### src/rtl/l1_mem_arbiter_if.sv
// generic_bus_if: simple request/response memory bus shared by the L1 caches
// and the memory/bus controller.
//
// Handshake: a requester holds ren or wen (with addr/wdata/byte_en stable)
// until it samples busy=0; the cycle with busy=0 carries rdata for reads and
// marks the write as accepted.
//
//   master modport : addr, wdata, ren, wen, byte_en out; rdata, busy in
//   slave  modport : addr, wdata, ren, wen, byte_en in;  rdata, busy out
interface generic_bus_if #(
  parameter int ADDR_W = 32
);
  logic [ADDR_W-1:0]   addr;
  logic [ADDR_W-1:0]   wdata;
  logic [ADDR_W-1:0]   rdata;
  logic                ren;
  logic                wen;
  logic                busy;
  logic [ADDR_W/8-1:0] byte_en;

  modport master (output addr, wdata, ren, wen, byte_en, input rdata, busy);
  modport slave  (input addr, wdata, ren, wen, byte_en, output rdata, busy);
endinterface

### src/rtl/l1_mem_arbiter.sv
// l1_mem_arbiter: shares one memory-side generic_bus_if between the D-cache
// (requester 0) and the I-cache (requester 1).
//
// Ports:
//   CLK            system clock
//   nRST           synchronous active-low reset
//   dcache_bus_if  slave  - requester 0 (D-cache)
//   icache_bus_if  slave  - requester 1 (I-cache)
//   mem_bus_if     master - shared memory bus
//   state_o        debug view of the arbiter FSM state
//
// Optional build macro: L1_ARB_ROUND_ROBIN_EN
//   defined   - ties go to the requester that is not last_owner
//   undefined - ties go to the D-cache
//
// One owner is granted at a time and keeps the bus for the whole
// transaction. Every completion returns to IDLE for one bubble cycle, during
// which the owner may present its next address and is re-granted (sticky)
// while its burst count is below BURST_LIMIT.
module l1_mem_arbiter #(
  parameter int BURST_LIMIT = 4,
  parameter int ADDR_W      = 32
) (
  input  logic          CLK,
  input  logic          nRST,
  generic_bus_if.slave  dcache_bus_if,
  generic_bus_if.slave  icache_bus_if,
  generic_bus_if.master mem_bus_if,
  output logic [1:0]    state_o
);

  typedef enum logic [1:0] {
    IDLE  = 2'd0,
    GNT_D = 2'd1,
    GNT_I = 2'd2
  } state_t;

  localparam logic [3:0] BL    = 4'(BURST_LIMIT);
  localparam logic       OWN_D = 1'b0;
  localparam logic       OWN_I = 1'b1;

  state_t     state_q, state_d;
  logic [3:0] beat_cnt_q, beat_cnt_d;
  logic       last_owner_q, last_owner_d;

  logic req_d, req_i;
  logic win_i;
  logic granted, own_i;

  assign req_d = dcache_bus_if.ren | dcache_bus_if.wen;
  assign req_i = icache_bus_if.ren | icache_bus_if.wen;

  // Arbitration. Sticky only applies inside an active burst (count > 0),
  // so after an idle period the tie-break decides again.
  always_comb begin
    win_i = OWN_D;
    if (req_i && !req_d) begin
      win_i = OWN_I;
    end else if (req_d && req_i) begin
      if (beat_cnt_q != 4'd0 && beat_cnt_q < BL) begin
        win_i = last_owner_q;
      end else begin
`ifdef L1_ARB_ROUND_ROBIN_EN
        win_i = ~last_owner_q;
`else
        // D-cache wins ties unless it is the owner that just hit the cap.
        win_i = (last_owner_q == OWN_D) && (beat_cnt_q >= BL);
`endif
      end
    end
  end

  always_comb begin
    state_d      = state_q;
    beat_cnt_d   = beat_cnt_q;
    last_owner_d = last_owner_q;
    case (state_q)
      IDLE: begin
        if (req_d || req_i) begin
          state_d      = win_i ? GNT_I : GNT_D;
          last_owner_d = win_i;
          // A new owner starts its burst count from scratch.
          if (win_i != last_owner_q) beat_cnt_d = 4'd0;
        end else begin
          beat_cnt_d = 4'd0;
        end
      end
      GNT_D, GNT_I: begin
        if (!(own_i ? req_i : req_d)) begin
          state_d = IDLE;  // abandoned: no completion counted
        end else if (!mem_bus_if.busy) begin
          state_d    = IDLE;
          beat_cnt_d = (beat_cnt_q < BL) ? beat_cnt_q + 4'd1 : BL;
        end
      end
      default: state_d = IDLE;
    endcase
  end

  always_ff @(posedge CLK) begin
    if (!nRST) begin
      state_q      <= IDLE;
      beat_cnt_q   <= 4'd0;
      last_owner_q <= OWN_D;
    end else begin
      state_q      <= state_d;
      beat_cnt_q   <= beat_cnt_d;
      last_owner_q <= last_owner_d;
    end
  end

  // Memory-side outputs depend only on registered state and requester
  // inputs, never on mem busy.
  assign granted = (state_q == GNT_D) || (state_q == GNT_I);
  assign own_i   = (state_q == GNT_I);
  assign state_o = state_q;

  assign mem_bus_if.addr    = !granted ? '0 : own_i ? icache_bus_if.addr    : dcache_bus_if.addr;
  assign mem_bus_if.wdata   = !granted ? '0 : own_i ? icache_bus_if.wdata   : dcache_bus_if.wdata;
  assign mem_bus_if.byte_en = !granted ? '0 : own_i ? icache_bus_if.byte_en : dcache_bus_if.byte_en;
  // Write wins when a requester raises both strobes.
  assign mem_bus_if.wen = granted && (own_i ? icache_bus_if.wen : dcache_bus_if.wen);
  assign mem_bus_if.ren = granted && (own_i ? (icache_bus_if.ren && !icache_bus_if.wen)
                                            : (dcache_bus_if.ren && !dcache_bus_if.wen));

  assign dcache_bus_if.busy  = (state_q == GNT_D) ? mem_bus_if.busy  : 1'b1;
  assign dcache_bus_if.rdata = (state_q == GNT_D) ? mem_bus_if.rdata : '0;
  assign icache_bus_if.busy  = (state_q == GNT_I) ? mem_bus_if.busy  : 1'b1;
  assign icache_bus_if.rdata = (state_q == GNT_I) ? mem_bus_if.rdata : '0;

endmodule
### src/flat_wrapper.sv
// flat-port wrapper written by rule: the top's interface ports become plain ports
module l1_mem_arbiter_flat 
#(
  parameter int BURST_LIMIT = 4,
  parameter int ADDR_W      = 32
)
  (CLK, nRST, state_o, dcache_bus_if_addr, dcache_bus_if_wdata, dcache_bus_if_ren, dcache_bus_if_wen, dcache_bus_if_byte_en, dcache_bus_if_rdata, dcache_bus_if_busy, icache_bus_if_addr, icache_bus_if_wdata, icache_bus_if_ren, icache_bus_if_wen, icache_bus_if_byte_en, icache_bus_if_rdata, icache_bus_if_busy, mem_bus_if_addr, mem_bus_if_wdata, mem_bus_if_ren, mem_bus_if_wen, mem_bus_if_byte_en, mem_bus_if_rdata, mem_bus_if_busy);
  generic_bus_if #(.ADDR_W(ADDR_W)) dcache_bus_if_i ();
  generic_bus_if #(.ADDR_W(ADDR_W)) icache_bus_if_i ();
  generic_bus_if #(.ADDR_W(ADDR_W)) mem_bus_if_i ();
  input  logic CLK;
  input  logic nRST;
  output logic [1:0] state_o;
  input wire logic [$bits(dcache_bus_if_i.addr)-1:0] dcache_bus_if_addr;
  input wire logic [$bits(dcache_bus_if_i.wdata)-1:0] dcache_bus_if_wdata;
  input wire logic [$bits(dcache_bus_if_i.ren)-1:0] dcache_bus_if_ren;
  input wire logic [$bits(dcache_bus_if_i.wen)-1:0] dcache_bus_if_wen;
  input wire logic [$bits(dcache_bus_if_i.byte_en)-1:0] dcache_bus_if_byte_en;
  output wire logic [$bits(dcache_bus_if_i.rdata)-1:0] dcache_bus_if_rdata;
  output wire logic [$bits(dcache_bus_if_i.busy)-1:0] dcache_bus_if_busy;
  input wire logic [$bits(icache_bus_if_i.addr)-1:0] icache_bus_if_addr;
  input wire logic [$bits(icache_bus_if_i.wdata)-1:0] icache_bus_if_wdata;
  input wire logic [$bits(icache_bus_if_i.ren)-1:0] icache_bus_if_ren;
  input wire logic [$bits(icache_bus_if_i.wen)-1:0] icache_bus_if_wen;
  input wire logic [$bits(icache_bus_if_i.byte_en)-1:0] icache_bus_if_byte_en;
  output wire logic [$bits(icache_bus_if_i.rdata)-1:0] icache_bus_if_rdata;
  output wire logic [$bits(icache_bus_if_i.busy)-1:0] icache_bus_if_busy;
  output wire logic [$bits(mem_bus_if_i.addr)-1:0] mem_bus_if_addr;
  output wire logic [$bits(mem_bus_if_i.wdata)-1:0] mem_bus_if_wdata;
  output wire logic [$bits(mem_bus_if_i.ren)-1:0] mem_bus_if_ren;
  output wire logic [$bits(mem_bus_if_i.wen)-1:0] mem_bus_if_wen;
  output wire logic [$bits(mem_bus_if_i.byte_en)-1:0] mem_bus_if_byte_en;
  input wire logic [$bits(mem_bus_if_i.rdata)-1:0] mem_bus_if_rdata;
  input wire logic [$bits(mem_bus_if_i.busy)-1:0] mem_bus_if_busy;
  assign dcache_bus_if_i.addr = dcache_bus_if_addr;
  assign dcache_bus_if_i.wdata = dcache_bus_if_wdata;
  assign dcache_bus_if_i.ren = dcache_bus_if_ren;
  assign dcache_bus_if_i.wen = dcache_bus_if_wen;
  assign dcache_bus_if_i.byte_en = dcache_bus_if_byte_en;
  assign dcache_bus_if_rdata = dcache_bus_if_i.rdata;
  assign dcache_bus_if_busy = dcache_bus_if_i.busy;
  assign icache_bus_if_i.addr = icache_bus_if_addr;
  assign icache_bus_if_i.wdata = icache_bus_if_wdata;
  assign icache_bus_if_i.ren = icache_bus_if_ren;
  assign icache_bus_if_i.wen = icache_bus_if_wen;
  assign icache_bus_if_i.byte_en = icache_bus_if_byte_en;
  assign icache_bus_if_rdata = icache_bus_if_i.rdata;
  assign icache_bus_if_busy = icache_bus_if_i.busy;
  assign mem_bus_if_addr = mem_bus_if_i.addr;
  assign mem_bus_if_wdata = mem_bus_if_i.wdata;
  assign mem_bus_if_ren = mem_bus_if_i.ren;
  assign mem_bus_if_wen = mem_bus_if_i.wen;
  assign mem_bus_if_byte_en = mem_bus_if_i.byte_en;
  assign mem_bus_if_i.rdata = mem_bus_if_rdata;
  assign mem_bus_if_i.busy = mem_bus_if_busy;
  l1_mem_arbiter #(.BURST_LIMIT(BURST_LIMIT), .ADDR_W(ADDR_W)) u_core (.CLK(CLK), .nRST(nRST), .dcache_bus_if(dcache_bus_if_i), .icache_bus_if(icache_bus_if_i), .mem_bus_if(mem_bus_if_i), .state_o(state_o));
endmodule
### config.mk
export PLATFORM = sky130hd
export DESIGN_NAME = l1_mem_arbiter_flat
export DESIGN_NICKNAME = d
export VERILOG_FILES = /design/src/rtl/l1_mem_arbiter_if.sv /design/src/rtl/l1_mem_arbiter.sv /design/src/flat_wrapper.sv
export SDC_FILE = /design/constraint.sdc
export NUM_CORES = 1
export LEC_CHECK = 0
export BUFFER_PORTS_ARGS = -buffer_cell sky130_fd_sc_hd__buf_4
export CELL_PAD_IN_SITES_DETAIL_PLACEMENT = 1
export CELL_PAD_IN_SITES_GLOBAL_PLACEMENT = 1
export CORE_AREA = 2 2 157 82
export DETAILED_ROUTE_END_ITERATION = 8
export DIE_AREA = 0 0 159 84
export GPL_TIMING_DRIVEN = 0
export HOLD_SLACK_MARGIN = 0.12
export PLACE_DENSITY = 0.93
export SLEW_MARGIN = 20
export SYNTH_ARGS = -nofsm -noshare
export SYNTH_HDL_FRONTEND = slang
export SYNTH_SLANG_ARGS = --single-unit
### constraint.sdc
create_clock -name CLK -period 2.28 [get_ports CLK]
set_clock_uncertainty 0.15 [all_clocks]
set_input_delay 0.114 -clock CLK [delete_from_list [all_inputs] [get_ports CLK]]
set_output_delay 0.114 -clock CLK [all_outputs]
set_load 0.005 [all_outputs]
==> flow_summary.ini <==
[synthesis]
synth_area_um2 = 2000
syn-num-nets = 467
seq_cells_post_synth = 7
ys_types = 38
synth_enable_flop_cells = 0
dominantRegCellSynth = dfxtp_1
avgSynthCellArea_um2 = 6.95
synthCells = 287
async_reset_ff_frac = 0
synthTopCellsByArea = mux2i_1, and2_1, nor2_1, dfxtp_1, ha_1
post-synth-top-area-fraction = 0.356
seq_area_frac_synth = 0.0702
synthesis.yosys.warnings = 0
post-synth-top-area-cell = mux2i_1

[layout]
flow.area_growth_from_synthesis_pct = 134
insertedDiodeCount = 0
most_frequent_cells_in_the_layout = buf_4, nor2_1, mux2i_1
final_util = 0.383
final_net_count = 785
final_common_cell = buf_4
post_route_cells_drive_above_1_share = 0.568

[routing]
tritonroute_pass_1_iters = 4
routed_wire_length_per_instance_um = 16.9
route.final.wire_length_um = 13100
post-route-drc-count = 0
dr_total_vias = 3312
detail_route.iter0.violations = 82
remaining_antenna_violation_count = 0
drt-vias-per-instance = 4.28

[place]
dpl.hpwl_um = 11400
globalplace.congestion = 0.843
io_buffers = 312
dp_slack_ps = -47.8

[worst_setup_path]
worst_setup_path_end_kind = output pin
required_ps = 2020
critical_path.endpoint = mem_bus_if_addr[7]
path_class = reg -> out
worstReg2RegEnd = u_core.beat_cnt_q[2]$_SDFFE_PN0P_
critPathArrivalTime_ps = 1970
timing.rr.start = u_core.state_o[0]$_SDFFE_PN0P_
setup.reg_to_reg.worst_slack_ps = 210
reg2reg_depth = 6
cp-start-kind = flop
worst_path_largest_cell_delay_ps = 340
cp_common_cell = buf_4
critPathMaxFanout = 10
critical_path.cell_chain = inv_1, ha_1, buf_4, buf_4, buf_4, mux2i_1, nor2_1, buf_4
cp_slowest_cell = dfxtp_1
crit_path_start = u_core.state_o[0]$_SDFFE_PN0P_

[clock_tree]
cts_bufs_inserted = 3
tritoncts_clock_tree = done
clock_sink_count = 7
clock_latency_reported_for_the_late_side_of_the_worst_skew_pair_ps = 230
clk_root_buf = clkbuf_16
cts_htree_levels = 1
cts-root-to-sink-buffers = 2
cts.reportedPaths.clkPinSlew_ps = 40
postCtsSetupRepairBufs = 0

[floorplanning]
core-area_um2 = 12200
num_io_pins = 313
die-area_um2 = 13400
initial_util = 0.164
die_width_um = 159
chipHeight_um = 84
placement_rows = 29

[timing]
final-max-slew-violation-count = 0
tightestPinTransition_ps = 422
final-setup-viol-count = 0
grt_setup_unrepaired = yes
maxSlewHeadroom = 0.719
fin_crit_sh = 0.980
layout_min_cycle_time_ps = 2230
timing.final.hold_violations = 0
final.setup.worst_slack_ps = 46.6
achievable-frequency_ghz = 0.448

[grt]
grt_first_pass_wirelength_um = 19900
global_route.overflow_total = 0
grt_antenna_before_repair = 0
grt_start_max_net_pins = 11
first_global_vias = 3578
total_grt_usage = 0.184

[status]
outcome = finished, final reports clean

[power]
vdd_ir_drop_max_mv = 0.216
power_per_cell_area_nw_per_um2 = 347
power_leakage_nw = 2.35

[flow_run]
max_cap_violation_count = 0

[worst_hold_path]
type_of_the_worst_min_delay_path = in -> reg
==> logic make-up (layout without fill, tap and decap cells) <==
logic type,Yosys count,count (layout),synth area share
simple gates,156,156,0.394
mux,71,71,0.356
buf+inv,29,346,0.0627
compound gates,19,19,0.0859
flops,7,7,0.0702
fa+ha+maj,5,5,0.0313
==> synth_stat cells (4+ instances only) <==
| cell | n |
|---|---|
| mux2i_1 | 71 |
| ha_1 | 5 |
| nor2_1 | 73 |
| o22ai_1 | 4 |
| clkbuf_1 | 12 |
| nand2_1 | 7 |
| inv_1 | 5 |
| buf_2 | 7 |
| dfxtp_1 | 7 |
| and2_1 | 64 |
==> where the power goes <==
group,switching [W],internal [W]
logic,0.000521,0.000651
clock network,0.0000765,0.000234
registers,0.00000843,0.000131
==> routing by layer <==
layer	wire length, um	up-vias	track usage
li1	-	1595	-
met1	5540	1571	0.226
met2	6420	140	0.330
met3	1070	6	0.0541
met4	68	0	0.0174
met5	0	-	0
==> per-stage QoR <==
stage                     std cells  TNS, ps  hold WS, ps  total power [W]  area (um2)
after global routing            774     -478          171          0.00173        4670
after CTS                       774        0          132          0.00162        4650
final                           774        0          143          0.00162        4670
after detailed placement        769    -81.4          337          0.00130        4550
after global placement          769    -93.5          316          0.00127        4550
after floorplan                 287        0          161         0.000567        2000
==> registers in the layout, summed over array words and instances (netlist names) <==
| name | count |
|---|---|
| u_core.beat_cnt_q | 4 |
| u_core.last_owner_q | 1 |
| u_core.state_o | 2 |
==> how the worst min path moves through the flow <==
stage	startpoint	endpoint	slack, ps	depth (start not counted)
3_5_place_dp	u_core.beat_cnt_q[1]$_SDFFE_PN0P_	u_core.beat_cnt_q[1]$_SDFFE_PN0P_	340	2
6_report	icache_bus_if_ren	u_core.state_o[0]$_SDFFE_PN0P_	140	3
3_3_place_gp	u_core.beat_cnt_q[1]$_SDFFE_PN0P_	u_core.beat_cnt_q[1]$_SDFFE_PN0P_	320	2
4_1_cts	icache_bus_if_ren	u_core.state_o[0]$_SDFFE_PN0P_	130	3
5_1_grt	icache_bus_if_ren	u_core.state_o[0]$_SDFFE_PN0P_	170	3
2_1_floorplan	icache_bus_if_ren	u_core.state_o[1]$_SDFFE_PN0P_	160	2
==> what timing repair did <==
| item | in CTS | in global routing |
|---|---|---|
| hold endpoints to repair | 1 | 0 |
| pin swaps | 0 | 0 |
| hold buffers | 1 | 0 |
| resized for setup | 8 | 10 |
| endpoints found under the setup margin | 88 | 37 |
==> final cells by class <==
| type | count | area [um2] |
|---|---|---|
| plain buffers | 23 | 124 |
| clock buffers | 4 | 78.8 |
| fillers | 1567 | 7520 |
| inverters | 6 | 22.5 |
| multi-input cells | 251 | 1740 |
| flip-flops and latches | 7 | 140 |
| well taps | 170 | 213 |
| repair buffers | 313 | 2350 |
==> critical path, delay by kind of cell, from the launching register on <==
family | cells | cell delay [ps]
muxes | 1 | 280
buffers and inverters | 5 | 900
DFF | 1 | 340
and+or+nand+nor | 1 | 70
adders and majority gates | 1 | 140
No activity file was read; power rests on OpenSTA's default activity.
